### src/rtl/vga_timing_gen.sv
// vga_timing_gen: parametrised VGA raster timing generator.
// Produces h/v counters, blanking, sync, data enable and line/frame start
// strobes. Every output is registered and decoded from the same next-count
// value, so all outputs describe the same pixel in the same cycle.
module vga_timing_gen #(
   parameter int H_ACTIVE  = 800,
   parameter int H_FP      = 40,
   parameter int H_SYNC    = 128,
   parameter int H_BP      = 88,
   parameter int V_ACTIVE  = 600,
   parameter int V_FP      = 1,
   parameter int V_SYNC    = 4,
   parameter int V_BP      = 23,
   parameter int HSYNC_POL = 1,
   parameter int VSYNC_POL = 1,
   parameter int CNT_W     = 11
) (
   input  logic             clk,
   input  logic             rst_n,
   input  logic             ce,
   output logic [CNT_W-1:0] hcount,
   output logic [CNT_W-1:0] vcount,
   output logic             hsync,
   output logic             vsync,
   output logic             hblnk,
   output logic             vblnk,
   output logic             de,
   output logic             line_start,
   output logic             frame_start
);

   localparam int H_TOTAL = H_ACTIVE + H_FP + H_SYNC + H_BP;
   localparam int V_TOTAL = V_ACTIVE + V_FP + V_SYNC + V_BP;

   localparam logic [CNT_W-1:0] H_LAST = CNT_W'(H_TOTAL - 1);
   localparam logic [CNT_W-1:0] V_LAST = CNT_W'(V_TOTAL - 1);
   localparam logic [CNT_W-1:0] H_ACT  = CNT_W'(H_ACTIVE);
   localparam logic [CNT_W-1:0] V_ACT  = CNT_W'(V_ACTIVE);
   localparam logic [CNT_W-1:0] H_SS   = CNT_W'(H_ACTIVE + H_FP);
   localparam logic [CNT_W-1:0] H_SE   = CNT_W'(H_ACTIVE + H_FP + H_SYNC);
   localparam logic [CNT_W-1:0] V_SS   = CNT_W'(V_ACTIVE + V_FP);
   localparam logic [CNT_W-1:0] V_SE   = CNT_W'(V_ACTIVE + V_FP + V_SYNC);

   // Active levels of the sync outputs; the inactive level is the inverse.
   localparam logic HS_ON = (HSYNC_POL != 0);
   localparam logic VS_ON = (VSYNC_POL != 0);

   // Reject geometries that cannot be represented or have empty regions.
   if (H_FP < 1 || H_SYNC < 1 || H_BP < 1 || V_FP < 1 || V_SYNC < 1 || V_BP < 1) begin : g_chk_width
      $error("vga_timing_gen: every porch and sync width must be at least 1");
   end
   if ((H_TOTAL - 1) >= (1 << CNT_W) || (V_TOTAL - 1) >= (1 << CNT_W)) begin : g_chk_cnt
      $error("vga_timing_gen: H_TOTAL-1 / V_TOTAL-1 do not fit in CNT_W bits");
   end

   logic [CNT_W-1:0] h_next;
   logic [CNT_W-1:0] v_next;
   logic             hblnk_next;
   logic             vblnk_next;
   logic             hsync_next;
   logic             vsync_next;

   // Next raster position and the flags decoded from it.
   always_comb begin
      h_next = hcount + CNT_W'(1);
      v_next = vcount;
      if (hcount == H_LAST) begin
         h_next = '0;
         v_next = (vcount == V_LAST) ? '0 : vcount + CNT_W'(1);
      end
      hblnk_next = (h_next >= H_ACT);
      vblnk_next = (v_next >= V_ACT);
      hsync_next = ((h_next >= H_SS) && (h_next < H_SE)) ? HS_ON : ~HS_ON;
      vsync_next = ((v_next >= V_SS) && (v_next < V_SE)) ? VS_ON : ~VS_ON;
   end

   // Register counts and flags together; reset parks on the last pixel so the
   // first enabled cycle lands on (0,0) with frame_start.
   always_ff @(posedge clk or negedge rst_n) begin
      if (!rst_n) begin
         hcount      <= H_LAST;
         vcount      <= V_LAST;
         hblnk       <= 1'b1;
         vblnk       <= 1'b1;
         de          <= 1'b0;
         hsync       <= ~HS_ON;
         vsync       <= ~VS_ON;
         line_start  <= 1'b0;
         frame_start <= 1'b0;
      end else begin
         line_start  <= 1'b0;
         frame_start <= 1'b0;
         if (ce) begin
            hcount      <= h_next;
            vcount      <= v_next;
            hblnk       <= hblnk_next;
            vblnk       <= vblnk_next;
            de          <= ~hblnk_next & ~vblnk_next;
            hsync       <= hsync_next;
            vsync       <= vsync_next;
            line_start  <= (h_next == '0);
            frame_start <= (h_next == '0) && (v_next == '0);
         end
      end
   end

endmodule

### config.mk
export PLATFORM = sky130hd
export DESIGN_NAME = vga_timing_gen
export DESIGN_NICKNAME = d
export VERILOG_FILES = /design/src/rtl/vga_timing_gen.sv
export SDC_FILE = /design/constraint.sdc
export NUM_CORES = 1
export LEC_CHECK = 0
export CAP_MARGIN = 20
export CELL_PAD_IN_SITES_DETAIL_PLACEMENT = 1
export CELL_PAD_IN_SITES_GLOBAL_PLACEMENT = 2
export CORE_MARGIN = 4
export CORE_UTILIZATION = 35
export CTS_BUF_LIST = sky130_fd_sc_hd__clkbuf_16
export CTS_CLUSTER_SIZE = 20
export DETAILED_ROUTE_END_ITERATION = 8
export GPL_ROUTABILITY_DRIVEN = 1
export PLACE_DENSITY_LB_ADDON = 0.1
export SLEW_MARGIN = 10
export SYNTH_ARGS = -nofsm -noshare
export SYNTH_HDL_FRONTEND = slang
export SYNTH_SLANG_ARGS = --single-unit
### constraint.sdc
create_clock -name clk -period 4 [get_ports clk]
set_clock_uncertainty 0.2 [all_clocks]
set_input_delay 0.6 -clock clk [delete_from_list [all_inputs] [get_ports clk]]
set_output_delay 0.6 -clock clk [all_outputs]
set_load 0.02 [all_outputs]
### Yosys cells after proc, flatten, opt, wreduce, memory -nomap -nowiden

Index checks and enable logic that the tools add are counted.

* input port bits: 3
* bits in registers: 29
* output and inout port bits: 29
* word-level logic and storage cells: 34

* mux-type cells: 7
* reduce and logical (&&, ||, !) cells: 5
* equal/unequal tests: 2
* add/subtract/negate cells: 2
* order comparisons: 6
* bitwise logic cells: 3

Operators with widths (number)
* $ge 11x10->1 const B: 4
* $mux 11: 3
* $add 11x1->11 const B: 2
* $logic_not 11->1: 2
* $lt 11x10->1 const B: 2
* $eq 11x10->1 const B: 1
* $eq 11x11->1 const B: 1
* $mux 1: 4
* $logic_and 1x1->1: 3
* $not 1->1: 2
* $and 1x1->1: 1

### Longest topological paths before layout

Gate-level depths: netlist (run 1).

* word-level depth: 6
* gate-level depth with buffers: 9
* depth with buffers taken out: 7

### Worst setup path before layout (run 1)

Ideal clock, no wire load.

* path type: register -> register
* from: register hcount[0]
* to: register frame_start
* data arrival time: 2317 ps
* data required time: 3704 ps
* stages on the path, launching flop included: 9
* clock period less this slack: 2612 ps
* slack: 1388 ps
* library setup time: 96 ps
* path buffers: 1
* cell sequence: dfstp_2 > ha_1 > buf_2 > nand4_1 > nor2_1 > a31oi_1 > a21oi_1 > nand4_1 > nor4bb_4

* cells in the longest elaborated chain, start to end: 5
* elaborated cells on any way between the ends: 8
* those cells by class: add/sub (1); eq/ne (1); mux (3); reduce/logical (3)

Ends and longest elaborated chain
* start, declared: RTL line 21 `output logic [CNT_W-1:0] hcount,`
* start signal, assigned: RTL line 94 `hcount <= h_next;`
* $add 11x1->11 / $eq 11x11->1 (equally long branches): RTL line 65, 67
* $mux 11: RTL line 67 `if (hcount == H_LAST) begin`
* $logic_not 11->1: RTL line 102 `frame_start <= (h_next == '0) && (v_next == '0);`
* $logic_and 1x1->1 *: RTL line 102
* $mux 1 *: RTL line 93 `if (ce) begin`
* end signal, assigned: RTL line 102
* end, declared: RTL line 29 `output logic frame_start`

Mark *: on every way between the ends. The rest lies on a longest branch, timed or not.
A chain may end at the register's enable or synchronous reset.

### Final worst setup path (run 1)

* from: register hcount[0]
* to: register de

* cells in the longest elaborated chain, start to end: 5
* elaborated cells on any way between the ends: 9
* those cells by class: add/sub (1); order compare (2); eq/ne (1); mux (2); bitwise (3)

Ends and longest elaborated chain
* $add 11x1->11 / $eq 11x11->1 (equally long branches): RTL line 65, 67
* $mux 11: RTL line 67
* $ge 11x10->1 (on tied branches): RTL line 71, 72
* $not 1->1: RTL line 98 `de <= ~hblnk_next & ~vblnk_next;`
* $and 1x1->1 *: RTL line 98
* end signal, assigned: RTL line 98
* end, declared: RTL line 27 `output logic de,`

Marked as above.

==> results of run 1 <==
[power by group]
part | switching [W] | internal, W
Clock | 0.000130 | 0.000225
Combinational | 0.000284 | 0.000228
Sequential | 0.0000950 | 0.000383
[registers in the layout, indices dropped and copies added, names as in the netlist]
| register | count |
|---|---|
| de | 1 |
| vblnk | 1 |
| vcount | 11 |
| vsync | 1 |
| line_start | 1 |
| hblnk | 1 |
| frame_start | 1 |
| hsync | 1 |
| hcount | 11 |
[worst reg2reg max path, stage by stage, from the launching register on]
cell                        delay [ps]
sky130_fd_sc_hd__dfstp_2           590
sky130_fd_sc_hd__ha_1              390
sky130_fd_sc_hd__and4_1            400
sky130_fd_sc_hd__nand3_1           370
sky130_fd_sc_hd__o31a_1            450
sky130_fd_sc_hd__nor3_1            450
sky130_fd_sc_hd__o2111ai_1         200
sky130_fd_sc_hd__o211ai_1          190
[path summary, 6_finish.rpt]
check                          start         to  cells after the start
setup reg to reg           hcount[0]         de                      7
hold reg to reg                vsync      vsync                      2
hold / removal                 vsync      vsync                      2
max in group asynchronous      rst_n  vcount[6]                      2
min in group asynchronous      rst_n  hcount[8]                      2
setup / recovery           hcount[0]         de                      7
[layout make-up]
cell class | instances | area [sq um]
fillers | 674 | 3023
multi-input cells | 172 | 1134
flip-flops and latches | 29 | 743.2
repair buffers | 36 | 347.8
clock buffers | 5 | 125.1
well taps | 72 | 90.09
inverters | 8 | 30.03
clock inverters | 3 | 13.76
[layer usage]
metal | up-vias | track usage, %
li1 | 880 | -
met1 | 901 | 22.37
met2 | 20 | 30.47
met3 | 5 | 3.258
met4 | 0 | 3.947
met5 | - | 0
[per-stage QoR]
stage	utilization, %	power (W)	cells	area [sq um]	hold WS [ps]
after floorplan	-	0.0007913	226	1996	104.4
final	45.10	0.001346	325	2484	292.2
after global routing	45.10	0.001445	325	2484	343.9
after detailed placement	42.58	0.001000	317	2345	286.9
after global placement	42.58	0.0009960	317	2345	278.5
after CTS	45.10	0.001363	325	2484	299.9
[kinds of logic after synthesis]
logic type / synth area share [%]
muxes: 2.069
buffers and inverters: 5.956
adders and majority gates: 1.881
AOI/OAI and AO/OA: 18.31
DFF: 37.24
and+or+nand+nor: 28.84
xor gates and xnor gates: 5.705
[cell usage after synthesis, drive strengths merged, types with 2 or more instances]
master | instances | area, sq um
a21o | 2 | 15.01
a21oi | 10 | 50.05
a31oi | 2 | 12.51
a32o | 2 | 20.02
a41o | 2 | 20.02
a41oi | 3 | 26.28
and2 | 3 | 18.77
and3 | 5 | 31.28
and4 | 2 | 17.52
buf | 8 | 55.05
clkbuf | 9 | 33.78
dfrtp | 15 | 375.4
dfstp | 14 | 367.9
ha | 3 | 37.54
inv | 8 | 30.03
mux2i | 3 | 30.03
nand2 | 20 | 75.07
nand3 | 12 | 60.06
nand4 | 8 | 56.30
nor2 | 20 | 75.07
nor2b | 3 | 18.77
nor3 | 12 | 65.06
nor4 | 6 | 43.79
nor4b | 2 | 38.78
o2111ai | 2 | 17.52
o211ai | 4 | 30.03
o21a | 3 | 22.52
o21ai | 10 | 50.04
o31ai | 4 | 30.03
or2 | 2 | 12.51
xnor2 | 12 | 105.1
==> results.txt, run 1 <==
The run finished with clean final reports. The count of endpoints failing setup in the final report is 0. The number of antenna diodes in the final layout is 0. The H-tree generated during clock tree synthesis spans 2 levels.

The met1 layer wirelength in the final routing came out at 2589 um. The required time of the critical path is 3990 ps. The arrival time reported for the critical path endpoint is 3310 ps. In this run, post-CTS repair resized a total of 0 instances. The cell sitting at the root of the clock tree is a sky130_fd_sc_hd__clkbuf_16.

Setup repair after global routing left no endpoint under its margin. The smallest setup slack after layout is 682.3 ps. The average size of a mapped cell is 8.830 sq um. The reported leakage power came out at 0.9610 nW.

The final routed DRC violation total is 0. The later-pin clock latency in the skew report came out at 270 ps. Synthesis produced a netlist whose cell count is 226.

The worst setup path is launched from a flip-flop. The via count of the first global-routing pass came out at 1934. The category of the most critical setup path is reg -> reg.

The post-synthesis sequential area ratio is 37.24%. The worst path in the final design needs a cycle of 3318 ps, including I/O delays and setup. 32 I/O pins were placed.

The top achievable clock speed is 301.4 MHz. In this run the horizontal extent of the chip is 83.51 um. The proportion of register bits with asynchronous set or reset after synthesis came out at 100.0%. The worst-case clock buffer depth came out at 2. The maximum number of pins on one net before global-route repair is 35. Relative to the synthesized area, the layout overhead comes to 24.45%. The proportion of layout cells with a drive suffix above 1 came out at 15.02%. The clock buffer count from CTS came out at 5. The commonest register cell after synthesis is sky130_fd_sc_hd__dfrtp_1. The final wirelength is 5613 um. The part of the cycle the worst path needs is 82.94%.

The number of synthesized flops with an enable pin is 0. The synthesized netlist net count came out at 232. In the detailed route, the total length drawn on met3 is 124 um. The number of warnings issued by yosys is 0. After detailed routing, no signal wire sits above met4.

Prior to clock tree synthesis, the placed netlist has a worst setup slack of 726.9 ps. Summing over every cut layer, the via total after detailed routing is 1806. For this run, the post-layout net count is 258. The number of antenna violations at the first check in global routing is 0.

The worst-path maximum fanout is 11. Among all stages on the critical path, the largest delay is contributed by sky130_fd_sc_hd__dfstp_2. The maximum ir drop on the vdd rail came out at 0.2284 mV.

The power per unit of standard cell area is 541.8 nW/um^2. The clock sink total came out at 29. Global routing used 17.45% of the available tracks across all layers.

The type of element capturing the critical path is a flip-flop. The port buffer count is 31. The first global-routing pass estimated 9998 um of wire. TritonCTS built the clock tree. The area of the placeable core is 5507 sq um. The HPWL after detailed placement came out at 4134 um. The initial utilization of the core area, before any placement, comes to 36.24%. The longest individual stage delay on the worst path is 590 ps. The hold violation total from the final report came out at 0. The die height came out at 83.51 um.

The transition at the pin with the smallest max-transition slack is 974.2 ps. In this run, synthesis produced a sequential element count of 29. The number of placement rows came out at 27. The overall die area is 6974 sq um. The wire length per cell after detailed routing came out at 17.27 um. The commonest non-fill, non-tap cell in the layout is sky130_fd_sc_hd__clkdlybuf4s50_1.

The routability-driven placement congestion ratio is 0.8033. The hold buffer count at CTS is 0. The count of nets left with antenna violations once routing finished came out at 0.

Traced cell by cell, the critical path runs through ha_1, and4_1, nand3_1, o31a_1, nor3_1, o2111ai_1, o211ai_1. Measured against its own limit, the worst slew margin works out to 34.23%. Summed over all layers, the global routing overflow is 0.

Leaving out fill and tap cells, the most frequent cells in the layout are sky130_fd_sc_hd__clkdlybuf4s50_1 (31), sky130_fd_sc_hd__nand2_1 (20), sky130_fd_sc_hd__nor2_1 (20), sky130_fd_sc_hd__dfrtp_1 (15), sky130_fd_sc_hd__dfstp_2 (14). The minimum setup slack among reg-to-reg paths came out at 680 ps. The via density per instance came out at 5.557. The number of violations reported at the end of detailed-routing iteration 0 came out at 76. The tightest min-delay check is of the reg -> reg type. The clock-pin transition on the worst setup and hold timing paths is 50 ps.

The post-synthesis instance area is 1996 sq um. The count of max-cap constraint violations is 0. The number of different library cells in the post-synthesis netlist is 53. The post-route setup TNS is 0 ps. The number of iterations in the first detailed-routing pass is 4. Buffers added to address setup during post-CTS repair amount to 0.

Together, buffers and inverters on the worst path number 0. The detailed route wirelength on metal2 is 2845 um. The cell family with the largest share of critical-path delay is simple AND/OR/NAND/NOR gates. The final count of pins violating max slew is 0.
No activity file was read; power rests on OpenSTA's default activity.
==> run 2: changes to the inputs <==
--- a/config.mk
+++ b/config.mk
@@ -9,7 +9,7 @@
 export CELL_PAD_IN_SITES_DETAIL_PLACEMENT = 1
 export CELL_PAD_IN_SITES_GLOBAL_PLACEMENT = 2
 export CORE_MARGIN = 4
-export CORE_UTILIZATION = 35
+export CORE_UTILIZATION = 32
 export CTS_BUF_LIST = sky130_fd_sc_hd__clkbuf_16
 export CTS_CLUSTER_SIZE = 20
 export DETAILED_ROUTE_END_ITERATION = 8
==> constraint.sdc (replaced) <==
create_clock -name clk -period 3.3 [get_ports clk]
set_clock_uncertainty 0.2 [all_clocks]
set_input_delay 0.495 -clock clk [delete_from_list [all_inputs] [get_ports clk]]
set_output_delay 0.495 -clock clk [all_outputs]
set_load 0.02 [all_outputs]
==> run 2 against run 1 <==
Via count increased by 3.2%. Fmax increased by 20%. Largest cell class unchanged. Sequential share of layout area decreased by 0.93 points. Die area increased by 8.5%. Clock power increased by 44%.
==> results.txt, run 2 (synthesis results as in run 1) <==
The count of endpoints failing setup in the final report came out at 0 (unchanged). The flow ran to the end, and the final reports show no timing, DRC or antenna violations. The port buffer count came out at 31 (unchanged).

The die height came to 86.97 um (+4.1%). The worst setup path is captured at a flip-flop. The worst-path maximum fanout came to 7 (-4). The count of H-tree levels built during CTS came out at 2 (unchanged).

The hold buffer count at CTS came out at 0 (unchanged). The clock buffer count from CTS is 5 (unchanged). The later-pin clock latency in the skew report is 270 ps (about the same). The kind of launch point of the worst setup path is a flip-flop. The post-detailed-placement cell area came to 2401 sq um (+2.4%). The routability-driven placement congestion ratio was 0.8023 (-0.12%). The overall die area is 7564 sq um (+8.5%).

The finished layout cell area came to 2564 sq um (+3.2%). The number of antenna violations at the first check in global routing is 0 (unchanged). The clock-pin transition on the worst setup and hold timing paths is 50 ps (about the same). The final routed DRC violation total came to 0 (unchanged). The number of placement rows came out at 28 (+3.7%). The detailed-route via count is 1864 (+3.2%). The number of antenna diodes is 0 (unchanged). The starting density of the core is 33.31% (-2.9 points). The via count of the first global-routing pass is 1936 (+0.10%). In the layout the commonest cells are sky130_fd_sc_hd__clkdlybuf4s50_1 (31), sky130_fd_sc_hd__nand2_1 (20), sky130_fd_sc_hd__nor2_1 (20), sky130_fd_sc_hd__dfrtp_1 (15), sky130_fd_sc_hd__dfstp_2 (14). The smallest setup slack after layout is 545.5 ps (-136.9 ps). The transition at the pin with the smallest max-transition slack was 810.3 ps (-163.9 ps). The required time of the critical path is 3280 ps (-710 ps). The area of the placeable core came out at 5991 sq um (+8.8%). The number of iterations in the first detailed-routing pass is 4 (unchanged).

The part of the cycle the worst path needs is 83.47% (+0.53 points). The power per unit of standard cell area came out at 677.1 nW/um^2 (+25%). The TritonCTS clock tree is done.

The path class of the tightest hold or removal check is reg -> reg. The total grt overflow is 0 (unchanged). The via density per instance is 5.564 (+0.13%).

The total of cells resized after clock tree synthesis is 0 (unchanged). The proportion of layout cells with a drive suffix above 1 came to 16.92% (+1.9 points). The number of buffers inserted to repair setup after CTS came to 0 (unchanged). The maximum ir drop on the vdd rail is 0.3773 mV (+65%). Clock tree synthesis selected as its root buffer the cell sky130_fd_sc_hd__clkbuf_16. The post-route setup TNS came out at 0 ps (unchanged). The headroom to the max-slew limit came out at 45.29% (+11 points). The wire length of the first global-routing pass is 10320 um (+3.2%). Setup repair after global routing left no endpoint under its margin. The number of violations reported at the end of detailed-routing iteration 0 is 80 (+5.3%). The worst slack at placement was 545.0 ps (-182.0 ps). The minimum setup slack among reg-to-reg paths is 550 ps (-140 ps).

The area growth from synthesis to layout is 28.46%. The commonest non-fill, non-tap cell in the layout is sky130_fd_sc_hd__clkdlybuf4s50_1. The net count reported at finish came out at 265 (+2.7%). The residual antenna-violating net count after detailed routing is 0 (unchanged). The worst-case clock buffer depth is 2 (unchanged). The arrival time reported for the critical path endpoint is 2740 ps (-570 ps). The die width came to 86.97 um (+4.1%). The clock sink total is 29 (unchanged). The final wirelength is 6063 um (+8.0%). The worst setup path is of the reg -> reg kind.

The top achievable clock speed came out at 363.0 MHz (+20%). The number of fillers in the final layout is 707 (+4.9%). The maximum number of pins on one net before global-route repair was 35 (unchanged). The shortest clock period the worst path allows after layout is 2755 ps (-563.1 ps). The final count of pins violating max slew is 0 (unchanged).

The count of max-cap constraint violations came out at 0 (unchanged). The hold violation total from the final report came to 0 (unchanged). The reported leakage power came out at 1.004 nW (+4.5%). The HPWL after detailed placement is 4498 um (+8.8%).

The I/O pin count is 32 (unchanged). In the final layout, the registers with the most flip-flops are hcount x11, vcount x11. The global routing usage summed across all routing layers is 17.55% (+0.098 points). The wire length per cell after detailed routing came out at 18.10 um (+4.8%).
-- run 2: per-layer routing --
metal  vias up  wire length, um  global-route usage (%)
met5         -                0                       0
met4         0               86                   5.666
met3         9              191                   2.649
met2        37             2904                   28.78
met1       925             2881                   23.59
li1        893                -                       -
-- run 2: layout make-up --
type,instances,area (sq um),share of cell area [%]
flip-flops and latches,29,743.2,28.99
multi-input cells,172,1134,44.22
well taps,75,93.84,3.660
inverters,8,30.03,1.171
repair buffers,43,400.4,15.62
clock inverters,3,37.54,1.464
clock buffers,5,125.1,4.880
-- run 2: path summary, 6_finish.rpt --
kind                           start     endpoint  cells past startpoint
max in group asynchronous      rst_n    vcount[9]                      2
setup / recovery           hcount[0]  frame_start                      7
min in group asynchronous      rst_n    hcount[8]                      2
hold reg to reg                vsync        vsync                      2
setup reg to reg           hcount[0]  frame_start                      7
hold / removal                 vsync        vsync                      2
-- run 2: worst max-delay path: stages (launching register included) --
cell and delay (ps):
sky130_fd_sc_hd__dfstp_2 590, sky130_fd_sc_hd__ha_1 200, sky130_fd_sc_hd__and4_1 270, sky130_fd_sc_hd__nand3_1 210, sky130_fd_sc_hd__o31ai_1 520, sky130_fd_sc_hd__nand2_1 90
sky130_fd_sc_hd__nor4_1 250, sky130_fd_sc_hd__nor4bb_4 330
-- run 2: through the flow --
step,total power (W),util [%],hold slack (ps),std cells
2_1_floorplan,0.0009591,-,-0.5910,226
3_3_place_gp,0.001236,40.08,291.3,327
3_5_place_dp,0.001235,40.08,288.8,327
4_1_cts,0.001754,42.79,301.9,335
5_1_grt,0.001848,42.79,345.6,335
6_report,0.001736,42.79,298.4,335
-- run 2: where the power goes --
group	internal, W	leakage [nW]	total, W	switching [W]
sequential	0.000464	0.340	0.000585	0.000121
clock	0.000350	0.0826	0.000512	0.000162
combinational	0.000283	0.582	0.000639	0.000356
total	0.00110	1.00	0.00174	0.000638
==> run 3: changes to the inputs <==
==> constraint.sdc (replaced) <==
create_clock -name clk -period 2.6 [get_ports clk]
set_clock_uncertainty 0.2 [all_clocks]
set_input_delay 0.39 -clock clk [delete_from_list [all_inputs] [get_ports clk]]
set_output_delay 0.39 -clock clk [all_outputs]
set_load 0.02 [all_outputs]
==> run 3 against run 2 <==
Sequential share of layout area decreased by 2.6 points. Die area unchanged. Clock power grew 7.2%. Combinational power up 56%. Routed wire length rose by 4.8%. Largest cell class unchanged. Highest routed layer unchanged.
==> results.txt, run 3 (synthesis results as in run 1) <==
The flow ran to the end, and the final reports show no timing, DRC or antenna violations. The reported leakage power came out at 1.141 nW (+14%). The headroom to the max-slew limit was 66.56% (+21 points). The portion of total power attributed to sequential cells is 31.0% (-2.7 points).

The finished layout cell area came out at 2815 sq um (+9.8%). The largest registers in the layout are hcount x11, vcount x11. The starting density of the core is 33.31% (unchanged).

The switching part of the total power came to 37.21% (+0.44 points). The area of the placeable core is 5991 sq um (unchanged). The met1 demand-to-capacity share in global routing came out at 23.14% (-0.45 points). The overall die area is 7564 sq um (unchanged). The longest individual stage delay on the worst path is 580 ps (about the same). The clock share of power is 24.5% (-5.0 points). The maximum ir drop on the vdd rail is 0.3793 mV (+0.53%). The routing usage on met2 is 30.71% (+1.9 points).

The post-detailed-placement cell area came out at 2600 sq um (+8.3%). The hold buffer count at CTS came out at 0 (unchanged). The final wirelength came out at 6357 um (+4.8%). The category of the most critical setup path is reg -> reg.

The shortest clock period the worst path allows after layout is 2531 ps (-223.2 ps). The final routed DRC violation total is 0 (unchanged). The maximum number of pins on one net before global-route repair came to 35 (unchanged). The number of placement rows is 28 (unchanged). STA classifies the critical path startpoint as a flip-flop. The slowest stage of the critical path belongs to the cell sky130_fd_sc_hd__dfstp_2. The residual antenna-violating net count after detailed routing is 0 (unchanged). The number of placed instances, taps included came out at 353 (+8.0%). The port buffer count is 31 (unchanged). The arrival time reported for the critical path endpoint was 2520 ps (-220 ps). The number of antenna diodes is 0 (unchanged). The top achievable clock speed is 395.0 MHz (+8.8%).

The commonest non-fill, non-tap cell in the layout is sky130_fd_sc_hd__buf_4. The later-pin clock latency in the skew report came out at 270 ps (about the same). Walking the worst path, the cells encountered are nor4b_4, nand4_2, or4_4, a211oi_4, and4_1, nor4bb_4. The HPWL after detailed placement came out at 4747 um (+5.5%). The count of max-cap constraint violations came out at 0 (unchanged). The count of H-tree levels built during CTS is 2 (unchanged). The global routing stage identified its most utilized layer as met2. Grouping stages by cell kind, the critical path spends the most delay in simple AND/OR/NAND/NOR gates. Setup repair after global routing could not meet its margin everywhere.

The combined buffer and inverter count along the critical path was 0 (unchanged). The number of iterations in the first detailed-routing pass came out at 4 (unchanged). The clock sink total came out at 29 (unchanged).

The wire length per cell after detailed routing is 17.51 um (-3.2%). The clock-pin transition on the worst setup and hold timing paths is 50 ps (about the same). The proportion of layout cells with a drive suffix above 1 is 29.17% (+12 points).

The worst-path maximum fanout is 6 (-1). The final count of pins violating max slew was 0 (unchanged). The tree is rooted in a sky130_fd_sc_hd__clkbuf_16. The via count of the first global-routing pass is 2092 (+8.1%). The hold violation total from the final report came out at 0 (unchanged). The total power was 0.002246 W (+29%). The combinational power share came to 44.5% (+7.7 points). The required time of the critical path came out at 2590 ps (-690 ps). The transition at the pin with the smallest max-transition slack came to 495.3 ps (-315.0 ps). The clock buffer count from CTS is 5 (unchanged).

The number of antenna violations at the first check in global routing is 0 (unchanged). The routability-driven placement congestion ratio is 0.8470 (+5.6%). The net count reported at finish came to 293 (+11%). The area growth from synthesis to layout is 41.07%. The detailed-route via count came out at 1943 (+4.2%). The path category of the worst min-delay check is reg -> reg.

The worst setup path is captured at a flip-flop. The library cells used most frequently in the layout, excluding fill and tap cells, are sky130_fd_sc_hd__buf_4 (39), sky130_fd_sc_hd__clkdlybuf4s50_1 (31), sky130_fd_sc_hd__nand2_1 (20), sky130_fd_sc_hd__nor2_1 (20), sky130_fd_sc_hd__dfrtp_1 (15). The TritonCTS clock tree is done. The worst-case clock buffer depth was 2 (unchanged). The power per unit of standard cell area is 797.7 nW/um^2 (+18%). The via density per instance is 5.353 (-3.8%).

The total net switching power came out at 0.0008355 W (+31%). The smallest setup slack after layout was 68.63 ps (-476.8 ps). The die height is 86.97 um (unchanged). The die width is 86.97 um (unchanged). The number of violations reported at the end of detailed-routing iteration 0 came out at 59 (-26%).

The internal power is 0.001410 W (+28%). The total grt overflow is 0 (unchanged). The count of endpoints failing setup in the final report came out at 0 (unchanged).

The met3 usage was 2.838% (+0.19 points). The number of fillers in the final layout came to 724 (+2.4%). The global routing usage summed across all routing layers is 18.12% (+0.57 points).

The wire length of the first global-routing pass was 10730 um (+4.0%). The worst slack at placement came to 18.00 ps (-527.0 ps). The count of placed standard cells in the final layout, fillers left out was 363 (+8.4%).

The I/O pin count is 32 (unchanged). The part of the cycle the worst path needs came out at 97.36% (+14 points). The post-route setup TNS came out at 0 ps (unchanged).
==> run 3: final timing paths <==
path,start,endpoint,slack (ps),cells after the start
max,hcount[10],frame_start,70,6
min,vsync,vsync,300,2
max reg2reg,hcount[10],frame_start,70,6
min reg2reg,vsync,vsync,300,2
max in group asynchronous,rst_n,vblnk,1540,2
min in group asynchronous,rst_n,hcount[9],320,2
==> run 3: power groups by stage <==
stage | logic (W) | registers [W] | clock network, W
after global routing | 0.00110 | 0.000715 | 0.000586
after global placement | 0.000981 | 0.000690 | 0
after CTS | 0.000989 | 0.000689 | 0.000565
after floorplan | 0.000435 | 0.000787 | 0
after detailed placement | 0.000983 | 0.000694 | 0
final | 0.00100 | 0.000696 | 0.000549
==> run 3: worst register-to-register path, delay by kind of cell, from the launching register on <==
family	cells	cell delay, ps
compound gates	1	220
flops	1	580
simple gates	5	1430
==> run 3: repair_timing <==
item	4_1_cts	5_1_grt
gates resized for setup	1	13
setup endpoints to repair	1	4
buffers inserted	0	2
gates cloned	0	0
pin swaps	0	9
==> run 3: layout make-up <==
type,count,area (sq um),area share (%)
Clock buffer,5,125.1,4.444
Inverter,8,30.03,1.067
Multi-Input combinational cell,172,1195,42.44
Sequential cell,29,743.2,26.40
Clock inverter,3,13.76,0.4889
Tap cell,75,93.84,3.333
Timing Repair Buffer,71,614.3,21.82
==> run 3: stage by stage <==
| step | hold WS, ps | utilization, % |
|---|---|---|
| floorplan | -105.6 | - |
| global placement | 295.8 | 43.40 |
| detailed placement | 297.8 | 43.40 |
| CTS | 310.9 | 45.82 |
| global route | 332.1 | 46.99 |
| finish | 300.8 | 46.99 |
==> run 3: routing by layer <==
layer | share of wire [%] | routed length [um] | vias to the layer above
li1 | - | - | 952
met1 | 46 | 2918 | 960
met2 | 51 | 3235 | 25
met3 | 2.1 | 132 | 6
met4 | 1.1 | 70 | 0
met5 | 0 | 0 | -
